--- src/rtl/mem_align_pkg.sv ---
// Shared encodings for the memory-stage alignment engine: access sizes,
// FSM states and the per-size byte mask helper.
package mem_align_pkg;

  localparam logic [1:0] SIZE_B = 2'd0;
  localparam logic [1:0] SIZE_H = 2'd1;
  localparam logic [1:0] SIZE_W = 2'd2;
  localparam logic [1:0] SIZE_D = 2'd3;

  typedef enum logic [2:0] {
    IDLE = 3'd0,
    B0   = 3'd1,
    B1   = 3'd2,
    WT   = 3'd3,
    RESP = 3'd4
  } state_t;

  // Right-justified byte mask for an access of the given size.
  function automatic logic [7:0] byte_mask(input logic [1:0] size);
    case (size)
      SIZE_B:  byte_mask = 8'h01;
      SIZE_H:  byte_mask = 8'h03;
      SIZE_W:  byte_mask = 8'h0F;
      default: byte_mask = 8'hFF;
    endcase
  endfunction

  function automatic logic [3:0] byte_count(input logic [1:0] size);
    byte_count = 4'd1 << size;
  endfunction

endpackage

--- src/rtl/mem_load_ext.sv ---
// Combinational load merge: shifts the two-beat window {rd1,rd0} down by the
// byte offset, keeps the accessed bytes and sign/zero-extends them.
module mem_load_ext #(
  parameter int DATA_W = 32,
  parameter int OW     = $clog2(DATA_W / 8)
) (
  input  logic [DATA_W-1:0] rd0_i,
  input  logic [DATA_W-1:0] rd1_i,
  input  logic [OW-1:0]     off_i,
  input  logic [1:0]        size_i,
  input  logic              sgn_i,
  output logic [DATA_W-1:0] data_o
);

  logic [2*DATA_W-1:0] merged;
  logic [DATA_W-1:0]   low;
  logic [DATA_W-1:0]   hi_mask;
  logic [DATA_W-1:0]   top_bit;
  logic                sbit;

  // Shifts by >= DATA_W yield zero, so full-width loads get an empty
  // extension mask and pass through untouched.
  always_comb begin
    merged  = {rd1_i, rd0_i} >> (8 * off_i);
    low     = merged[DATA_W-1:0];
    hi_mask = {DATA_W{1'b1}} << (8 << size_i);
    top_bit = {{(DATA_W-1){1'b0}}, 1'b1} << ((8 << size_i) - 1);
    sbit    = sgn_i & (|(low & top_bit));
    data_o  = (low & ~hi_mask) | (sbit ? hi_mask : '0);
  end

endmodule

--- src/rtl/mem_align_unit.sv ---
// Load/store alignment engine: turns one B/H/W/D access into one or two
// byte-enabled beats on a 1-cycle sync RAM and returns extended load data.
module mem_align_unit
  import mem_align_pkg::*;
#(
  parameter int DATA_W         = 32,
  parameter int ADDR_W         = 32,
  parameter bit ALLOW_MISALIGN = 1'b1
) (
  input  logic                clk,
  input  logic                reset_n,
  input  logic                req_valid,
  output logic                req_ready,
  input  logic                req_we,
  input  logic [1:0]          req_size,
  input  logic                req_signed,
  input  logic [ADDR_W-1:0]   req_addr,
  input  logic [DATA_W-1:0]   req_wdata,
  output logic                rsp_valid,
  input  logic                rsp_ready,
  output logic [DATA_W-1:0]   rsp_rdata,
  output logic                rsp_exc,
  output logic                mem_en,
  output logic                mem_we,
  output logic [ADDR_W-1:0]   mem_addr,
  output logic [DATA_W/8-1:0] mem_be,
  output logic [DATA_W-1:0]   mem_wdata,
  input  logic [DATA_W-1:0]   mem_rdata
);

  localparam int NB = DATA_W / 8;
  localparam int OW = $clog2(NB);

  if (DATA_W != 32 && DATA_W != 64) begin : g_bad_width
    $error("mem_align_unit: DATA_W must be 32 or 64");
  end

  state_t              state_q, state_d;
  logic                we_q, sgn_q, exc_q, split_q;
  logic [1:0]          size_q;
  logic [ADDR_W-1:0]   addr_q;
  logic [DATA_W-1:0]   wdata_q, rd0_q, rdata_q;

  logic                accept, req_illegal, req_mis, req_split, req_exc;
  logic [OW-1:0]       req_off;
  logic [3:0]          req_nb;

  always_comb begin
    accept      = req_valid & req_ready;
    req_off     = req_addr[OW-1:0];
    req_nb      = byte_count(req_size);
    req_illegal = (DATA_W == 32) && (req_size == SIZE_D);
    req_mis     = |(4'(req_off) & (req_nb - 4'd1));
    req_split   = (4'(req_off) + req_nb) > 4'(NB);
    req_exc     = req_illegal || (req_mis && !ALLOW_MISALIGN);
  end

  always_ff @(posedge clk or negedge reset_n) begin
    if (!reset_n) state_q <= IDLE;
    else          state_q <= state_d;
  end

  always_comb begin
    state_d = state_q;
    unique case (state_q)
      IDLE:    if (accept) state_d = req_exc ? RESP : B0;
      B0:      state_d = split_q ? B1 : WT;
      B1:      state_d = WT;
      WT:      state_d = RESP;
      RESP:    if (rsp_ready) state_d = IDLE;
      default: state_d = IDLE;
    endcase
  end

  // Beat geometry: the access window is laid over two adjacent lanes, the
  // low half goes out on B0 and the spill-over on B1.
  logic [OW-1:0]         off;
  logic [ADDR_W-1:0]     base;
  logic [7:0]            mask8;
  logic [2*NB-1:0]       be_wide;
  logic [2*DATA_W-1:0]   wd_wide;

  always_comb begin
    off     = addr_q[OW-1:0];
    base    = {addr_q[ADDR_W-1:OW], {OW{1'b0}}};
    mask8   = byte_mask(size_q);
    be_wide = {{NB{1'b0}}, mask8[NB-1:0]} << off;
    wd_wide = {{DATA_W{1'b0}}, wdata_q} << (8 * off);
  end

  always_comb begin
    req_ready = (state_q == IDLE);
    rsp_valid = (state_q == RESP);
    rsp_exc   = rsp_valid & exc_q;
    rsp_rdata = rsp_valid ? rdata_q : '0;
    mem_en    = 1'b0;
    mem_we    = 1'b0;
    mem_addr  = '0;
    mem_be    = '0;
    mem_wdata = '0;
    case (state_q)
      B0: begin
        mem_en    = 1'b1;
        mem_we    = we_q;
        mem_addr  = base;
        mem_be    = be_wide[NB-1:0];
        mem_wdata = wd_wide[DATA_W-1:0];
      end
      B1: begin
        mem_en    = 1'b1;
        mem_we    = we_q;
        mem_addr  = base + ADDR_W'(NB);
        mem_be    = be_wide[2*NB-1:NB];
        mem_wdata = wd_wide[2*DATA_W-1:DATA_W];
      end
      default: ;
    endcase
  end

  // In WT the RAM is presenting the last beat; earlier beat came from rd0_q.
  logic [DATA_W-1:0] rd0_sel, rd1_sel, ext_data;

  always_comb begin
    rd0_sel = split_q ? rd0_q : mem_rdata;
    rd1_sel = split_q ? mem_rdata : '0;
  end

  mem_load_ext #(
    .DATA_W (DATA_W),
    .OW     (OW)
  ) u_ext (
    .rd0_i  (rd0_sel),
    .rd1_i  (rd1_sel),
    .off_i  (off),
    .size_i (size_q),
    .sgn_i  (sgn_q),
    .data_o (ext_data)
  );

  always_ff @(posedge clk or negedge reset_n) begin
    if (!reset_n) begin
      we_q    <= 1'b0;
      sgn_q   <= 1'b0;
      exc_q   <= 1'b0;
      split_q <= 1'b0;
      size_q  <= '0;
      addr_q  <= '0;
      wdata_q <= '0;
      rd0_q   <= '0;
      rdata_q <= '0;
    end else begin
      if (accept) begin
        we_q    <= req_we;
        sgn_q   <= req_signed;
        exc_q   <= req_exc;
        split_q <= req_split;
        size_q  <= req_size;
        addr_q  <= req_addr;
        wdata_q <= req_wdata;
        rdata_q <= '0;
      end
      if (state_q == B1) rd0_q <= mem_rdata;
      if (state_q == WT) rdata_q <= we_q ? '0 : ext_data;
    end
  end

endmodule

--- config.mk ---
export PLATFORM = sky130hd
export DESIGN_NAME = mem_align_unit
export DESIGN_NICKNAME = d
export VERILOG_FILES = /design/src/rtl/mem_align_pkg.sv /design/src/rtl/mem_load_ext.sv /design/src/rtl/mem_align_unit.sv
export SDC_FILE = /design/constraint.sdc
export NUM_CORES = 1
export LEC_CHECK = 0
export BUFFER_PORTS_ARGS = -buffer_cell sky130_fd_sc_hd__buf_2
export CORE_MARGIN = 1
export CORE_UTILIZATION = 35
export CTS_CLUSTER_SIZE = 28
export DETAILED_ROUTE_END_ITERATION = 10
export PLACE_DENSITY_LB_ADDON = 0.15
export SYNTH_ARGS = -nofsm -noshare
export SYNTH_HDL_FRONTEND = slang
export SYNTH_SLANG_ARGS = --single-unit
export TNS_END_PERCENT = 100
--- constraint.sdc ---
create_clock -name clk -period 2.55 [get_ports clk]
set_input_delay 0.51 -clock clk [delete_from_list [all_inputs] [get_ports clk]]
set_output_delay 0.51 -clock clk [all_outputs]
set_load 0.05 [all_outputs]
Word-level counts from Yosys, hierarchy flattened

Cells that the tools add are included.

Shift operators: 7
Bitwise logic cells: 7
Muxes and demuxes: 18
Reduce and logical (&&, ||, !) cells: 6
Add/subtract/negate cells: 3
Magnitude comparators: 1
Equal/unequal tests: 9

Operators with widths:

| cell                                               | count |
|---|---|
| 2-to-1 mux 32 bit                                  | 7 |
| case mux 32 bit (2 select lines)                   | 2 |
| AND 32 bit                                         | 2 |
| << shifter 32 x 5 -> 64 bit                        | 1 |
| right shift 64 x 5 -> 32 bit                       | 1 |
| adder 32 x 3 -> 32 bit, second input constant      | 1 |
| NOT 32 bit                                         | 1 |
| bitwise OR 32 bit                                  | 1 |
| OR reduction 32 bit                                | 1 |
| << shifter 1 x 32 -> 32 bit, first input constant  | 1 |
| << shifter 32 x 32 -> 32 bit, first input constant | 1 |
| << shifter 4 x 2 -> 32 bit, first input constant   | 1 |
| subtractor 32 x 2 -> 32 bit, second input constant | 1 |
| case mux 3 bit (5 select lines)                    | 1 |
| case mux 4 bit (3 select lines)                    | 1 |
| 2-to-1 mux 3 bit                                   | 3 |
| case mux 4 bit (2 select lines)                    | 1 |
| << shifter 4 x 2 -> 8 bit                          | 1 |
| == test 3 x 2 -> 1 bit, second input constant      | 2 |
| adder 2 x 4 -> 4 bit                               | 1 |
| == test 2 bit, second input constant               | 2 |
| > comparator 4 x 3 -> 1 bit, second input constant | 1 |
| != test 2 x 1 -> 1 bit, second input constant      | 2 |
| << shifter 1 x 2 -> 4 bit, first input constant    | 1 |
| other kinds (10)                                   | 14 |

Register bits: 137
Word-level logic and storage cells: 61

Longest topological paths before layout

Depth in word-level cells: 10
Gate-level depth with buffers: 8
Depth with buffers taken out: 7

Hierarchy

From an unflattened synthesis, not the netlist that was laid out.

Cells, all modules: 1,017
Area total of the unflattened synthesis: 9,080.0 µm²

Modules (own cells, without submodules):

| module         | cells each | instances | sequential area each (µm²) | area each (µm²) |
|---|---|---|---|---|
| mem_align_unit | 919        | 1         | 3,428.3                    | 8,030.2 |
| mem_load_ext   | 98         | 1         | 0.0                        | 1,049.8 |

Least setup slack after synthesis

Ideal clock, no wire load.

Path type: reg-to-output
From: register addr_q[14]
To: output port mem_addr[26]
Cell stages (with the launch flop): 8
Arrival: 2,963 ps
Slack: -923 ps
Data required time: 2,040 ps
Path buffers: 3
Cells stage by stage: dfrtp_1 > buf_2 > and4_1 > buf_2 > and4_1 > buf_2 > nand2_1 > o41ai_1

Word-level cells in the longest chain between the ends: 2

RTL lines:

| element                          | RTL line              | RTL |
|---|---|---|
| start: declaration               | mem_align_unit.sv:41  | `logic [ADDR_W-1:0] addr_q;` |
| start signal: assignment         | mem_align_unit.sv:158 | `addr_q <= req_addr;` |
| adder 32 x 3 -> 32 bit           | mem_align_unit.sv:112 | `mem_addr = base + ADDR_W'(NB);` |
| case mux 32 bit (2 select lines) | mem_align_unit.sv:101 | `case (state_q)` |
| end: declaration                 | mem_align_unit.sv:25  | `output logic [ADDR_W-1:0] mem_addr,` |

No other way between the ends.

Worst setup path after layout

From: register state_q[2]
To: output port mem_addr[31]

Word-level cells in the longest chain between the ends: 2
Elaborated cells between the ends (all ways): 3
Classes of those cells: eq/ne (2); mux (1)

RTL lines:

| element                                                                 | RTL line              | RTL |
|---|---|---|
| start: declaration                                                      | mem_align_unit.sv:38  | `state_t state_q, state_d;` |
| start signal: assignment                                                | mem_align_unit.sv:60  | `else state_q <= state_d;` |
| == test 3 x 2 -> 1 bit / == test 3 x 1 -> 1 bit (equally long branches) | mem_align_unit.sv:101 |  |
| case mux 32 bit (2 select lines) (*)                                    | mem_align_unit.sv:101 |  |

Mark *: on every way between the ends. The rest lies on a longest branch, timed or not.

==> flow_summary.toml <==
[global_routing]
antenna_found_initial = 3
grt_pass1_wl_microns = 45600
grt_max_degree = 63
overflow = 0
grt_util_all_layers = 0.237
grt_pass1_vias = 8032

[pwr]
pwr-share-clk = 0.144
ir_worst_vdd_v = 0.000835
cellPowerDensity_mw_per_mm2 = 1460
p_comb_frac = 0.628
internal_power_mw = 9.36
switching_share = 0.486
p_leak_nw = 6.15
p_switching_mw = 8.85
power_mw = 18.2
power_frac_seq = 0.228

[synthesis]
synth_area_leader_cell = "dfrtp_1"
synth_commonest_cells = "nand2_1, dfrtp_1, mux2i_1"
seq_area_frac_synth = 0.400
ys_types = 55
synth_cells = 1027
yosysWarnings = 0
synth_seq_cells = 137
netlist_top_cells_area = "dfrtp_1, nand2_1, mux2i_1"
synthFlopType = "dfrtp_1"
synth_most_common_cell = "nand2_1"
synth_edf_count = 0
synth_top_area_frac = 0.400
synthArstFlopShare = 1.00
syn_area_sq_mm = 0.00856
syn_area_per_cell_sq_um = 8.34

[floorplan]
dieHeight_microns = 158
coreArea_sq_mm = 0.0238
die_area_sq_mm = 0.0251
initial_core_util = 0.360
rows = 56
die_x_microns = 158
boundaryPins = 209

[sta]
setup_slack_ns = -0.209
report.final.slew_viol_count = 0
fin_crit_sh = 1.08
finalHoldViolCount = 0
fmax_mhz = 362
holdWs_ns = 0.0696
slew_headroom = 0.318
clock_skew_ns = 0.0105
max_slew.worst_pin.slew_ns = 1.02
fin_crit_ns = 2.76
rsz0062_at_grt = "yes"
setup_viol = 27

[outcome]
failed_checks = "negative setup slack"
status = "complete, but fails checks"

[final_layout]
fillers = 2206
drive_above_1_share = 0.386
final_util = 0.526
multi_input_area_sq_mm = 0.00542
fin_cells = 1620
area_delta_synth_final_pct = 46.0
register_area_sq_mm = 0.00344
fin_nets = 1395

[setup_path]
reg2reg_from = "state_q[0]"
cp.depth = 4
crit_slowest_cell = "or4b_4"
critical_path.cell_chain = "or3b_4 -> or4b_4 -> o21ai_4 -> buf_6"
ff2ff_path_depth = 6
crit_family = "simple AND/OR/NAND/NOR gates"
critPathKind = "reg -> out"
crit_arrival_ns = 2.25
critPathMaxFanout = 7
r2r-end = "wdata_q[12]"
required_ns = 2.04
end_kind = "primary output"
worst-path-buf-inv = 1
startpoint_type = "register"
critical_path.max_stage_delay_ns = 0.55
r2r_setup_slack_ns = 0.22

[routing]
via_count = 8586
drtIter0Drc = 562
totalWireLength_microns = 30100
drc = 0
wire_per_inst_microns = 18.6
viasPerCell = 5.30
first_pass_iters = 5
route.antenna.remaining_nets = 0

[clock_tree]
clk_latency_ns = 0.42
cts_tree = "yes"
hold_buffers = 0
ctsLongestPathBuffers = 2
cts_max_level = 4
cts_sinks = 137
path_clk_slew_ns = 0.06
cts_root_buf = "clkbuf_16"
cts_buffers = 17

[place]
hpwl_microns = 20400
gp_congestion = 0.870
pre_cts_slack_ns = -0.0337
io_buffers = 206
dp_cells = 1545

[job]
drv_cap = 0

[hold_path]
hold_class = "in -> async"
==> layout make-up <==
cell class | instances | share of cell area
Clock buffer | 19 | 0.0362
Inverter | 4 | 0.00120
Sequential cell | 137 | 0.275
Antenna cell | 2 | 0.000401
Timing Repair Buffer | 320 | 0.208
Clock inverter | 13 | 0.0134
Tap cell | 319 | 0.0319
Multi-Input combinational cell | 806 | 0.434
==> worst max-delay path by stage <==
stage	from	endpoint	slack (ns)
final	state_q[2]	mem_addr[31]	-0.21
after global routing	state_q[2]	mem_addr[14]	-0.31
after CTS	addr_q[3]	mem_addr[30]	-0.21
after global placement	addr_q[3]	mem_addr[24]	0.007
after floorplan	state_q[0]	mem_addr[12]	-0.40
after detailed placement	addr_q[3]	mem_addr[30]	-0.03
==> per-stage QoR <==
step / setup TNS, ns / instance area [sq um]
3_5_place_dp: -0.0638 / 10400
4_1_cts: -3.24 / 11500
5_1_grt: -6.00 / 12500
3_3_place_gp: 0 / 10400
6_report: -3.15 / 12500
2_1_floorplan: -13.19 / 8720
==> registers in the layout, indices dropped and copies added (netlist names) <==
register / cells
wdata_q: 32
we_q: 1
state_q: 3
split_q: 1
size_q: 2
sgn_q: 1
addr_q: 32
rd0_q: 32
exc_q: 1
rdata_q: 32
==> logic make-up after synthesis <==
| kind of cell | count (synthesis) | share of synthesized area |
|---|---|---|
| other cells | 1 | 0.000438 |
| compound gates | 189 | 0.142 |
| fa+ha+maj | 5 | 0.00819 |
| simple gates | 502 | 0.252 |
| flops | 137 | 0.400 |
| mux | 106 | 0.150 |
| buf+inv | 85 | 0.0450 |
| xor+xnor | 2 | 0.00205 |
==> timing repair <==
| action | 4_1_cts | 5_1_grt |
|---|---|---|
| endpoints found under the setup margin | 61 | 108 |
| setup buffers | 15 | 18 |
| pin swaps | 17 | 24 |
| gates cloned | 3 | 5 |
| resized for setup | 110 | 197 |
==> cell usage in the layout, fill, tap and decap left out, types with 7 or more instances in the layout <==
cell type and instances:
a211oi_1 9, a21o_1 10, a21oi_1 23, a31oi_1 7, and3_1 43, buf_12 11
buf_2 113, buf_4 90, buf_6 58, clkbuf_16 20, clkbuf_4 38, dfrtp_1 129
dfrtp_2 7, mux2_2 26, mux2i_1 58, mux4_2 15, nand2_1 348, nand3_1 13
nand4_1 11, nor2_1 36, o211ai_1 21, o21ai_0 18, o21ai_1 20, o21ai_2 16
o22ai_1 11
==> routing by layer <==
metal / share of wire / global-route usage / wire [microns] / up-vias
met5: 0.00053 / 0 / 16 / -
met1: 0.48 / 0.347 / 14400 / 4127
met4: 0.021 / 0.0765 / 643 / 2
met2: 0.44 / 0.352 / 13300 / 302
met3: 0.056 / 0.0411 / 1700 / 40
li1: - / - / - / 4115
==> power by group through the flow <==
stage / clock, mW / sequential (mW) / combinational, mW
final: 2.62 / 4.15 / 11.4
after CTS: 2.67 / 4.04 / 10.2
after detailed placement: 0 / 4.09 / 9.39
after floorplan: 0 / 3.78 / 6.95
after global routing: 2.79 / 4.29 / 12.3
after global placement: 0 / 4.06 / 9.33
Note: power is estimated with default switching activity, not from simulation.
